==> src/rtl/led_stream_if.sv <==
// Pin-side bundle of the LED stream decoder: raw serial input plus the decoded
// pixel/frame status it reports back.
interface led_stream_if;
    logic        din;
    logic [23:0] pixel;
    logic        pixel_valid;
    logic [9:0]  pixel_idx;
    logic        frame_done;
    logic [9:0]  frame_len;
    logic        bit_err;
    logic        overflow;

    modport master (
        output din,
        input  pixel, pixel_valid, pixel_idx, frame_done, frame_len, bit_err, overflow
    );

    modport slave (
        input  din,
        output pixel, pixel_valid, pixel_idx, frame_done, frame_len, bit_err, overflow
    );
endinterface

==> src/rtl/led_stream_decoder.sv <==
// Single-wire addressable-LED receiver: measures high pulses into bits, packs 24-bit
// pixels MSB-first and reports frames delimited by the long-low latch gap.
module led_stream_decoder #(
    parameter int T_THRESH   = 29,
    parameter int T_MIN_HIGH = 5,
    parameter int T_MAX_HIGH = 96,
    parameter int T_RESET    = 2400,
    parameter int NUM_LEDS   = 144
) (
    input logic        clk,
    input logic        rst,
    led_stream_if.slave bus
);
    localparam int HW = $clog2(T_MAX_HIGH + 1);
    localparam int LW = $clog2(T_RESET + 1);
    localparam logic [HW-1:0] HMAX  = HW'(T_MAX_HIGH);
    localparam logic [HW-1:0] HMIN  = HW'(T_MIN_HIGH);
    localparam logic [HW-1:0] HTHR  = HW'(T_THRESH);
    localparam logic [LW-1:0] LMAX  = LW'(T_RESET);
    localparam logic [9:0]    NLEDS = 10'(NUM_LEDS);

    typedef enum logic [1:0] {SYNC, IDLE, HIGH, LOW} state_t;

    state_t          state, state_nxt;
    logic [1:0]      sync_ff;
    logic            din_s;
    logic [HW-1:0]   high_cnt, high_nxt, high_inc;
    logic [LW-1:0]   low_cnt, low_nxt, low_inc;
    logic            shift_en, shift_bit, err_ev, fend_ev;

    logic [23:0]     shreg;
    logic [4:0]      bit_cnt;
    logic [9:0]      pix_cnt;
    logic [23:0]     pixel_q;
    logic            pixel_valid_q;
    logic [9:0]      pixel_idx_q;
    logic            frame_done_q;
    logic [9:0]      frame_len_q;
    logic            bit_err_q;
    logic            overflow_q;

    always_ff @(posedge clk or posedge rst) begin
        if (rst) sync_ff <= 2'b00;
        else     sync_ff <= {sync_ff[0], bus.din};
    end
    assign din_s = sync_ff[1];

    assign high_inc = (high_cnt == HMAX) ? high_cnt : high_cnt + 1'b1;
    assign low_inc  = (low_cnt  == LMAX) ? low_cnt  : low_cnt  + 1'b1;

    always_ff @(posedge clk or posedge rst) begin
        if (rst) begin
            state    <= SYNC;
            high_cnt <= '0;
            low_cnt  <= '0;
        end else begin
            state    <= state_nxt;
            high_cnt <= high_nxt;
            low_cnt  <= low_nxt;
        end
    end

    always_comb begin
        state_nxt = state;
        high_nxt  = high_cnt;
        low_nxt   = low_cnt;
        shift_en  = 1'b0;
        shift_bit = 1'b0;
        err_ev    = 1'b0;
        fend_ev   = 1'b0;
        case (state)
            SYNC: begin
                if (din_s) begin
                    low_nxt = '0;
                end else begin
                    low_nxt = low_inc;
                    if (low_inc == LMAX) state_nxt = IDLE;
                end
            end
            IDLE: begin
                if (din_s) begin
                    state_nxt = HIGH;
                    high_nxt  = HW'(1);
                    low_nxt   = '0;
                end else begin
                    low_nxt = low_inc;
                    // Only a gap that actually ends a non-empty frame reports frame end
                    if (low_inc == LMAX && low_cnt != LMAX && (pix_cnt != '0 || bit_cnt != '0))
                        fend_ev = 1'b1;
                end
            end
            HIGH: begin
                if (din_s) begin
                    high_nxt = high_inc;
                    if (high_inc == HMAX) begin
                        err_ev    = 1'b1;
                        state_nxt = SYNC;
                        low_nxt   = '0;
                    end
                end else if (high_cnt < HMIN) begin
                    err_ev    = 1'b1;
                    state_nxt = SYNC;
                    low_nxt   = '0;
                end else begin
                    shift_en  = 1'b1;
                    shift_bit = (high_cnt >= HTHR);
                    state_nxt = LOW;
                    low_nxt   = LW'(1);
                end
            end
            LOW: begin
                if (din_s) begin
                    state_nxt = HIGH;
                    high_nxt  = HW'(1);
                    low_nxt   = '0;
                end else begin
                    low_nxt = low_inc;
                    if (low_inc == LMAX) begin
                        fend_ev   = 1'b1;
                        state_nxt = IDLE;
                    end
                end
            end
            default: state_nxt = SYNC;
        endcase
    end

    // The 24th bit is published on the same edge it is shifted in.
    always_ff @(posedge clk or posedge rst) begin
        if (rst) begin
            shreg         <= '0;
            bit_cnt       <= '0;
            pix_cnt       <= '0;
            pixel_q       <= '0;
            pixel_valid_q <= 1'b0;
            pixel_idx_q   <= '0;
            frame_done_q  <= 1'b0;
            frame_len_q   <= '0;
            bit_err_q     <= 1'b0;
            overflow_q    <= 1'b0;
        end else begin
            pixel_valid_q <= 1'b0;
            frame_done_q  <= 1'b0;
            bit_err_q     <= 1'b0;
            if (shift_en) begin
                shreg <= {shreg[22:0], shift_bit};
                if (bit_cnt == 5'd23) begin
                    bit_cnt <= '0;
                    if (pix_cnt >= NLEDS) begin
                        overflow_q <= 1'b1;
                    end else begin
                        pixel_q       <= {shreg[22:0], shift_bit};
                        pixel_valid_q <= 1'b1;
                        pixel_idx_q   <= pix_cnt;
                        pix_cnt       <= pix_cnt + 1'b1;
                    end
                end else begin
                    bit_cnt <= bit_cnt + 1'b1;
                end
            end
            if (err_ev) begin
                bit_err_q <= 1'b1;
                bit_cnt   <= '0;
            end
            if (fend_ev) begin
                frame_done_q <= 1'b1;
                frame_len_q  <= pix_cnt;
                bit_err_q    <= (bit_cnt != '0);
                pix_cnt      <= '0;
                bit_cnt      <= '0;
                overflow_q   <= 1'b0;
            end
        end
    end

    assign bus.pixel       = pixel_q;
    assign bus.pixel_valid = pixel_valid_q;
    assign bus.pixel_idx   = pixel_idx_q;
    assign bus.frame_done  = frame_done_q;
    assign bus.frame_len   = frame_len_q;
    assign bus.bit_err     = bit_err_q;
    assign bus.overflow    = overflow_q;
endmodule

==> src/flat_wrapper.sv <==
// flat-port wrapper written by rule: the top's interface ports become plain ports
module led_stream_decoder_flat 
#(
    parameter int T_THRESH   = 29,
    parameter int T_MIN_HIGH = 5,
    parameter int T_MAX_HIGH = 96,
    parameter int T_RESET    = 2400,
    parameter int NUM_LEDS   = 144
)
  (clk, rst, bus_din, bus_pixel, bus_pixel_valid, bus_pixel_idx, bus_frame_done, bus_frame_len, bus_bit_err, bus_overflow);
  led_stream_if bus_i ();
  input logic clk;
  input logic rst;
  input wire logic [$bits(bus_i.din)-1:0] bus_din;
  output wire logic [$bits(bus_i.pixel)-1:0] bus_pixel;
  output wire logic [$bits(bus_i.pixel_valid)-1:0] bus_pixel_valid;
  output wire logic [$bits(bus_i.pixel_idx)-1:0] bus_pixel_idx;
  output wire logic [$bits(bus_i.frame_done)-1:0] bus_frame_done;
  output wire logic [$bits(bus_i.frame_len)-1:0] bus_frame_len;
  output wire logic [$bits(bus_i.bit_err)-1:0] bus_bit_err;
  output wire logic [$bits(bus_i.overflow)-1:0] bus_overflow;
  assign bus_i.din = bus_din;
  assign bus_pixel = bus_i.pixel;
  assign bus_pixel_valid = bus_i.pixel_valid;
  assign bus_pixel_idx = bus_i.pixel_idx;
  assign bus_frame_done = bus_i.frame_done;
  assign bus_frame_len = bus_i.frame_len;
  assign bus_bit_err = bus_i.bit_err;
  assign bus_overflow = bus_i.overflow;
  led_stream_decoder #(.T_THRESH(T_THRESH), .T_MIN_HIGH(T_MIN_HIGH), .T_MAX_HIGH(T_MAX_HIGH), .T_RESET(T_RESET), .NUM_LEDS(NUM_LEDS)) u_core (.clk(clk), .rst(rst), .bus(bus_i));
endmodule
==> config.mk <==
export PLATFORM = sky130hd
export DESIGN_NAME = led_stream_decoder_flat
export DESIGN_NICKNAME = d
export VERILOG_FILES = /design/src/rtl/led_stream_if.sv /design/src/rtl/led_stream_decoder.sv /design/src/flat_wrapper.sv
export SDC_FILE = /design/constraint.sdc
export NUM_CORES = 1
export LEC_CHECK = 0
export CORE_UTILIZATION = 50
export CTS_CLUSTER_SIZE = 40
export DETAILED_ROUTE_END_ITERATION = 10
export PLACE_DENSITY = 0.71
export SYNTH_ARGS = -nofsm -noshare
export SYNTH_HDL_FRONTEND = slang
export SYNTH_SLANG_ARGS = --single-unit
==> constraint.sdc <==
create_clock -name clk -period 3.5 [get_ports clk]
set_input_delay 0.7 -clock clk [delete_from_list [all_inputs] [get_ports clk]]
set_output_delay 0.7 -clock clk [all_outputs]
set_load 0.005 [all_outputs]
==> results.md, run 1 <==
- Outcome: finished, final reports clean
- Critical Path RT: 3.76 ns
- Chip height: 101.0 microns
- Final std cells w/o fill: 659
- Worst slew pin tran: 0.6991 ns
- Drc violations: 0
- Initial Util: 52.26%
- Via count: 3,578
- DRT Pass-1 Iters: 4
- Type of origin of the critical path: register
- Post-Route WL: 10.08 mm
- Fin crit period: 3.021 ns
- Htree depth: 3
- Mapped cell area: 4897 sq um
- Final ANT Viol Nets: 0
- Placed cells: 643
- CTS tree: built
- Syn-to-layout area delta: 17.91%
- Flop pwr share: 60.7%
- Cell variety after synth: 52
- Routed vias/inst: 5.429
- Utilization after layout: 61.62%
- Clock power share: 37.0%
- Synthesized Nets: 490
- MaxCap Viol Count: 0
- CP arrival: 3.28 ns
- CTS root buffer: clkbuf_8
- Total gr overflow: 0
- Final-stage net count: 537
- DR WL/cell: 15.29 microns
- Post-synth ARST share: 100.0%
- Leak: 0.002741 uW
- Gr usage total: 21.64%
- Pin count of the biggest net entering global routing: 110
- CTS Buf Count: 9
- Detailed placer's ending HPWL: 6.740 mm
- Mean Syn Cell Area: 10.25 sq um
- Clock Latency Late Sink: 0.38 ns
- Post-synth EDFFs: 0
- Final hold violation count: 0
- Setup Crit Path Kind: reg -> reg
- Gpl congestion: 0.8693
- Cts hold-fix bufs: 0
- Worst Skew: 0.01353 ns
- Die Wd: 101.0 microns
- TNS Setup: 0 ns
- Cells after Synth: 478
- Max Freq: 331.0 MHz
- Ys Warns: 0
- Seq cells post-synth: 109
- Vias in the first global route: 3,557
- Clk buf depth: 2
- Ports: 51
- Worst-path fanout max: 27
- Inserted Diodes: 0
- Hold Crit Class: reg -> reg
- Part of the Yosys area used for sequential elements: 55.70%
- Int Power: 1602 uW
- Sw frac: 23.42%
- # rows: 35
- Maximum vdd drop: 0.2502 mV
- CP endpoint kind: register
- Tcrit/Tclk final: 86.32%
- CTS-repair resized insts: 0
- Slew HR: 52.90%
- First-pass GRT wire length: 17.09 mm
- Comb power frac: 2.3%
- CTS sink count: 109
- Clock-pin slew on the worst setup and hold paths: 0.11 ns
- Share of layout cells above drive strength 1: 11.32%
- # Post-CTS Setup Buffers: 0
- Post-synth top flop: dfrtp_1
- Power density over cell area: 362.3 nW/um^2
- Initial antenna violation count: 0
- RSZ-0062 raised after global routing: false
- Total core area: 9371 sq um
- Port bufs: 50
- Slew Viols, Final: 0
- Switching pwr: 489.9 uW
- Setup-failing EPs final: 0
- DRT iter0 DRCs: 164
- Die ar.: 10,190 sq um
-- power by group through the flow --
stage               logic (uW)  registers (uW)  clock network [uW]
floorplan                 35.4            1290                   0
global route              58.7            1270                 835
detailed placement        51.1            1290                   0
CTS                       51.3            1270                 794
global placement          51.5            1290                   0
finish                    48.9            1270                 774
-- Yosys cell counts, drive strengths merged, types with 3 or more instances --
| library cell | instances | area share, % |
|---|---|---|
| nor3 | 8 | 1.0 |
| nand2b | 4 | 0.51 |
| o21ai | 20 | 2.0 |
| xnor2 | 12 | 2.1 |
| and3 | 5 | 0.64 |
| and2 | 3 | 0.38 |
| o31ai | 5 | 0.77 |
| nand4 | 10 | 1.3 |
| nor4 | 4 | 0.51 |
| nand2 | 117 | 9.0 |
| clkbuf | 16 | 1.2 |
| ha | 9 | 2.3 |
| o21a | 4 | 0.61 |
| mux2 | 32 | 7.4 |
| a32o | 3 | 0.61 |
| dfrtp | 109 | 56 |
| xor2 | 7 | 1.3 |
| nor2 | 24 | 1.9 |
| nand3 | 13 | 1.3 |
| buf | 6 | 0.66 |
| nor2b | 3 | 0.38 |
| a31oi | 8 | 1.0 |
| a21oi | 10 | 1.0 |
| inv | 18 | 1.4 |
-- per-stage QoR --
step / cell area [sq um] / setup WS, ns / hold slack, ns / power (uW)
after floorplan: 4901 / 0.5891 / 0.3312 / 1327
after detailed placement: 5573 / 0.5015 / 0.3387 / 1345
final: 5774 / 0.4789 / 0.3603 / 2092
after CTS: 5774 / 0.4910 / 0.3641 / 2114
after global routing: 5774 / 0.3642 / 0.3678 / 2165
after global placement: 5573 / 0.5564 / 0.3369 / 1345
-- worst max-delay path, stage by stage (launching register included) --
cell and delay (ns):
dfrtp_1 0.47, inv_1 0.11, ha_1 0.14, or4b_1 0.41
or4_1 0.62, nor2_2 0.14, o2111ai_2 0.19, nor3_4 0.26
buf_12 0.21, mux2_2 0.35
-- layout make-up --
class | instances | area (sq um)
multi-input combinational | 328 | 2023
clock inverter | 4 | 36.28
inverter | 19 | 75.07
tap | 129 | 161.4
fill | 797 | 3597
clock buffer | 12 | 165.2
sequential | 109 | 2728
timing repair buffer | 58 | 585.6
-- registers in the layout (all words and copies together), names as in the netlist, 2 cells and up --
name	flops
u_core.bus.pixel	24
u_core.shreg	23
u_core.low_cnt	12
u_core.bus.frame_len	10
u_core.bus.pixel_idx	10
u_core.pix_cnt	10
u_core.high_cnt	7
u_core.bit_cnt	5
u_core.state	2
u_core.sync_ff	2
-- metal layers --
metal,vias up,part of all wire [%],global-route usage (%)
li1,1717,-,-
met1,1784,45,27.79
met2,65,50,36.35
met3,12,3.8,5.340
met4,0,1.4,6.577
met5,-,0,0
-- worst paths after layout --
| check | from | cells after the start | slack [ns] | end |
|---|---|---|---|---|
| hold / removal | u_core.sync_ff[0]$_DFF_PP0_ | 0 | 0.36 | u_core.sync_ff[1]$_DFF_PP0_ |
| setup reg to reg | u_core.low_cnt[0]$_DFFE_PP0P_ | 9 | 0.48 | u_core.bus.frame_len[4]$_DFFE_PP0N_ |
| max in group asynchronous | rst | 3 | 2.26 | u_core.bus.pixel[8]$_DFFE_PP0P_ |
| min in group asynchronous | rst | 3 | 0.83 | u_core.sync_ff[1]$_DFF_PP0_ |
| hold reg to reg | u_core.sync_ff[0]$_DFF_PP0_ | 0 | 0.36 | u_core.sync_ff[1]$_DFF_PP0_ |
| setup / recovery | u_core.low_cnt[0]$_DFFE_PP0P_ | 9 | 0.48 | u_core.bus.frame_len[4]$_DFFE_PP0N_ |
-- cell families (layout without fill, tap and decap cells) --
| kind of cell | after synthesis | after routing | synth area share, % |
|---|---|---|---|
| xor+xnor | 19 | 19 | 3.398 |
| mux | 33 | 33 | 7.562 |
| flops | 109 | 109 | 55.70 |
| compound gates | 65 | 65 | 8.892 |
| fa+ha+maj | 9 | 9 | 2.299 |
| buf+inv | 41 | 93 | 3.347 |
| simple gates | 202 | 202 | 18.80 |
-- cells in the final DEF, fill, tap and decap left out, drive strengths merged, types with 3 or more instances in the layout --
cell and n:
nor4 4, nor3 8, and2 3, a32o 3
nand3 13, inv 19, buf 8, mux2 32
dfrtp 109, a31oi 8, o21ai 20, ha 9
o21a 4, xor2 7, nand2 117, xnor2 12
nor2b 3, nand2b 4, and3 5, clkdlybuf4s50 50
nand4 10, clkbuf 12, nor2 24, o31ai 5
a21oi 10
Note: power is estimated with default switching activity, not from simulation.
==> inputs of run 2 (changes only) <==
- CORE_ASPECT_RATIO: not set -> 0.5
- GPL_ROUTABILITY_DRIVEN: not set -> 0
==> run 2 against run 1 <==
  * The run now ends with design-rule violations left
  * Total power increased by 11%
  * Sequential cell count unchanged
  * Clock skew decreased by 0.0050 ns
  * Utilization increased by 0.29 points
  * Die area increased by 0.24%
  * Routed wire length decreased by 3.7%
  * Combinational power increased by 3%
  * Worst setup slack got worse by 0.13 ns
  * Register-to-register slack got worse by 0.13 ns
  * Worst hold slack got worse by 0.0058 ns
  * Global-route usage decreased by 0.80 points
  * Sequential share of layout area decreased by 0.75 points
  * Critical path type unchanged
  * Largest power group unchanged
==> results.md, run 2 (synthesized netlist as in run 1, its figures left out) <==
- Gr usage total: 20.85%
- CP arrival: 3.39 ns
- Slew Viols, Final: 0
- Port bufs: 50
- Setup Crit Path Kind: reg -> reg
- Crit Reg-Reg Startpoint: u_core.low_cnt[0]$_DFFE_PP0P_
- Clock Latency Late Sink: 0.35 ns
- CTS tree: built
- Reg2Reg Setup Slack: 0.35 ns
- CP endpoint kind: register
- MaxCap Viol Count: 0
- Fin crit period: 3.147 ns
- Maximum vdd drop: 0.2049 mV
- Outcome: finished, violations left
- Initial antenna violation count: 0
- Clk buf depth: 2
- Routed vias/inst: 5.358
- CTS-repair resized insts: 0
- Worst-path fanout max: 27
- Final-stage net count: 537
- Leak: 0.002782 uW
- Worst slew pin tran: 0.7774 ns
- Total gr overflow: 0
- # Post-CTS Setup Buffers: 0
- Setup-failing EPs final: 0
- CTS sink count: 109
- Die Wd: 142.0 microns
- Max Freq: 317.7 MHz
- Hold Crit Class: reg -> reg
- Clock-pin slew on the worst setup and hold paths: 0.07 ns
- Drc violations: 2
- Cts hold-fix bufs: 0
- Detailed placer's ending HPWL: 6.530 mm
- Power density over cell area: 395.8 nW/um^2
- Hold_sp: u_core.sync_ff[0]$_DFF_PP0_
- Share of layout cells above drive strength 1: 11.13%
- Most frequent cells in the layout: 117 x nand2_1, 109 x dfrtp_1, 50 x clkdlybuf4s50_1
- Most common cell after layout, fill and taps aside: nand2_1
- Type of origin of the critical path: register
- First-pass GRT wire length: 16.66 mm
- Tcrit/Tclk final: 89.93%
- TNS Setup: 0 ns
- Hold Path Depth: 0
- Hold Path End: u_core.sync_ff[1]$_DFF_PP0_
- Pin count of the biggest net entering global routing: 49
- Total core area: 9478 sq um
- Max FFs per register: 24
- Syn-to-layout area delta: 19.80%
- Inserted Diodes: 0
- Critical Path RT: 3.74 ns
- DRT iter0 DRCs: 209
- Final std cells w/o fill: 665
- Die ar.: 10,220 sq um
- Htree depth: 3
- Post-Route WL: 9.707 mm
- Slew HR: 48.06%
- Worst Skew: 0.008573 ns
- # rows: 25
- RSZ-0062 raised after global routing: false
- Crit path from: u_core.low_cnt[0]$_DFFE_PP0P_
- Reg2Reg Depth: 9
- Via count: 3,563
- DRT Pass-1 Iters: 7
- Ports: 51
- Final ANT Viol Nets: 0
- Chip height: 71.98 microns
- Vias in the first global route: 3,414
- Reg2Reg Capture Point: u_core.bus.frame_len[9]$_DFFE_PP0N_
- Final hold violation count: 0
- CTS root buffer: clkbuf_16
- CTS Buf Count: 9
- DR WL/cell: 14.60 microns
- Placed cells: 649
- Initial Util: 51.67%
- Failing checks: design-rule violations
==> run 2: cell types whose count changed in the layout (fill, tap and decap cells not counted) <==
cell        change
clkbuf_1        +1
buf_12          -1
buf_4           +1
clkinvlp_4      -1
clkinv_4        +1
clkbuf_16       +9
clkinv_8        +2
clkbuf_8       -12
==> run 2: worst max-delay path: stages, from the launching register on <==
cell,delay [ns]
dfrtp_1,0.46
inv_1,0.11
ha_1,0.15
or4b_1,0.42
or4_1,0.61
nand3_1,0.14
nand4_1,0.25
nor3_4,0.19
buf_4,0.33
mux2_2,0.37
==> run 2: how the worst max path moves through the flow <==
stage / end / slack (ns) / cells past startpoint
floorplan: u_core.bus.frame_len[0]$_DFFE_PP0N_ / 0.59 / 10
global placement: u_core.bus.frame_len[9]$_DFFE_PP0N_ / 0.46 / 9
detailed placement: u_core.bus.frame_len[9]$_DFFE_PP0N_ / 0.37 / 9
CTS: u_core.bus.frame_len[9]$_DFFE_PP0N_ / 0.36 / 9
global route: u_core.bus.frame_len[1]$_DFFE_PP0N_ / 0.18 / 9
finish: u_core.bus.frame_len[9]$_DFFE_PP0N_ / 0.35 / 9
==> run 2: area by class of cell <==
type	count	area (sq um)
Tap cell	135	168.9
Clock buffer	10	229.0
Sequential cell	109	2728
Clock inverter	6	70.07
Timing Repair Buffer	58	573.1
Fill cell	786	3611
Multi-Input combinational cell	328	2023
Inverter	19	75.07
==> run 2: power by group <==
| group | total, uW | leakage (uW) | switching [uW] | internal [uW] |
|---|---|---|---|---|
| registers | 1270 | 0.00152 | 7.13 | 1260 |
| clock network | 1000 | 0.000145 | 497 | 506 |
| logic | 50.6 | 0.00112 | 37.0 | 13.7 |
==> run 2: stage by stage <==
stage               total power [uW]  cell area [sq um]  utilization, %  setup slack, ns  hold slack, ns
CTS                             2348               5867           61.90           0.3581          0.3583
global route                    2404               5867           61.90           0.1839          0.3632
global placement                1345               5568           58.75           0.4596          0.3317
finish                          2322               5867           61.90           0.3526          0.3545
floorplan                       1327               4901               -           0.5891          0.3312
detailed placement              1347               5568           58.75           0.3738          0.3412
==> run 2: layer usage <==
| metal | routed length, microns | share of wire, % | vias to the layer above | track usage (%) |
|---|---|---|---|---|
| li1 | - | - | 1726 | - |
| met1 | 4620 | 48 | 1768 | 27.82 |
| met2 | 4645 | 48 | 58 | 34.43 |
| met3 | 339 | 3.5 | 11 | 5.149 |
| met4 | 101 | 1.0 | 0 | 5.854 |
| met5 | 0 | 0 | - | 0 |
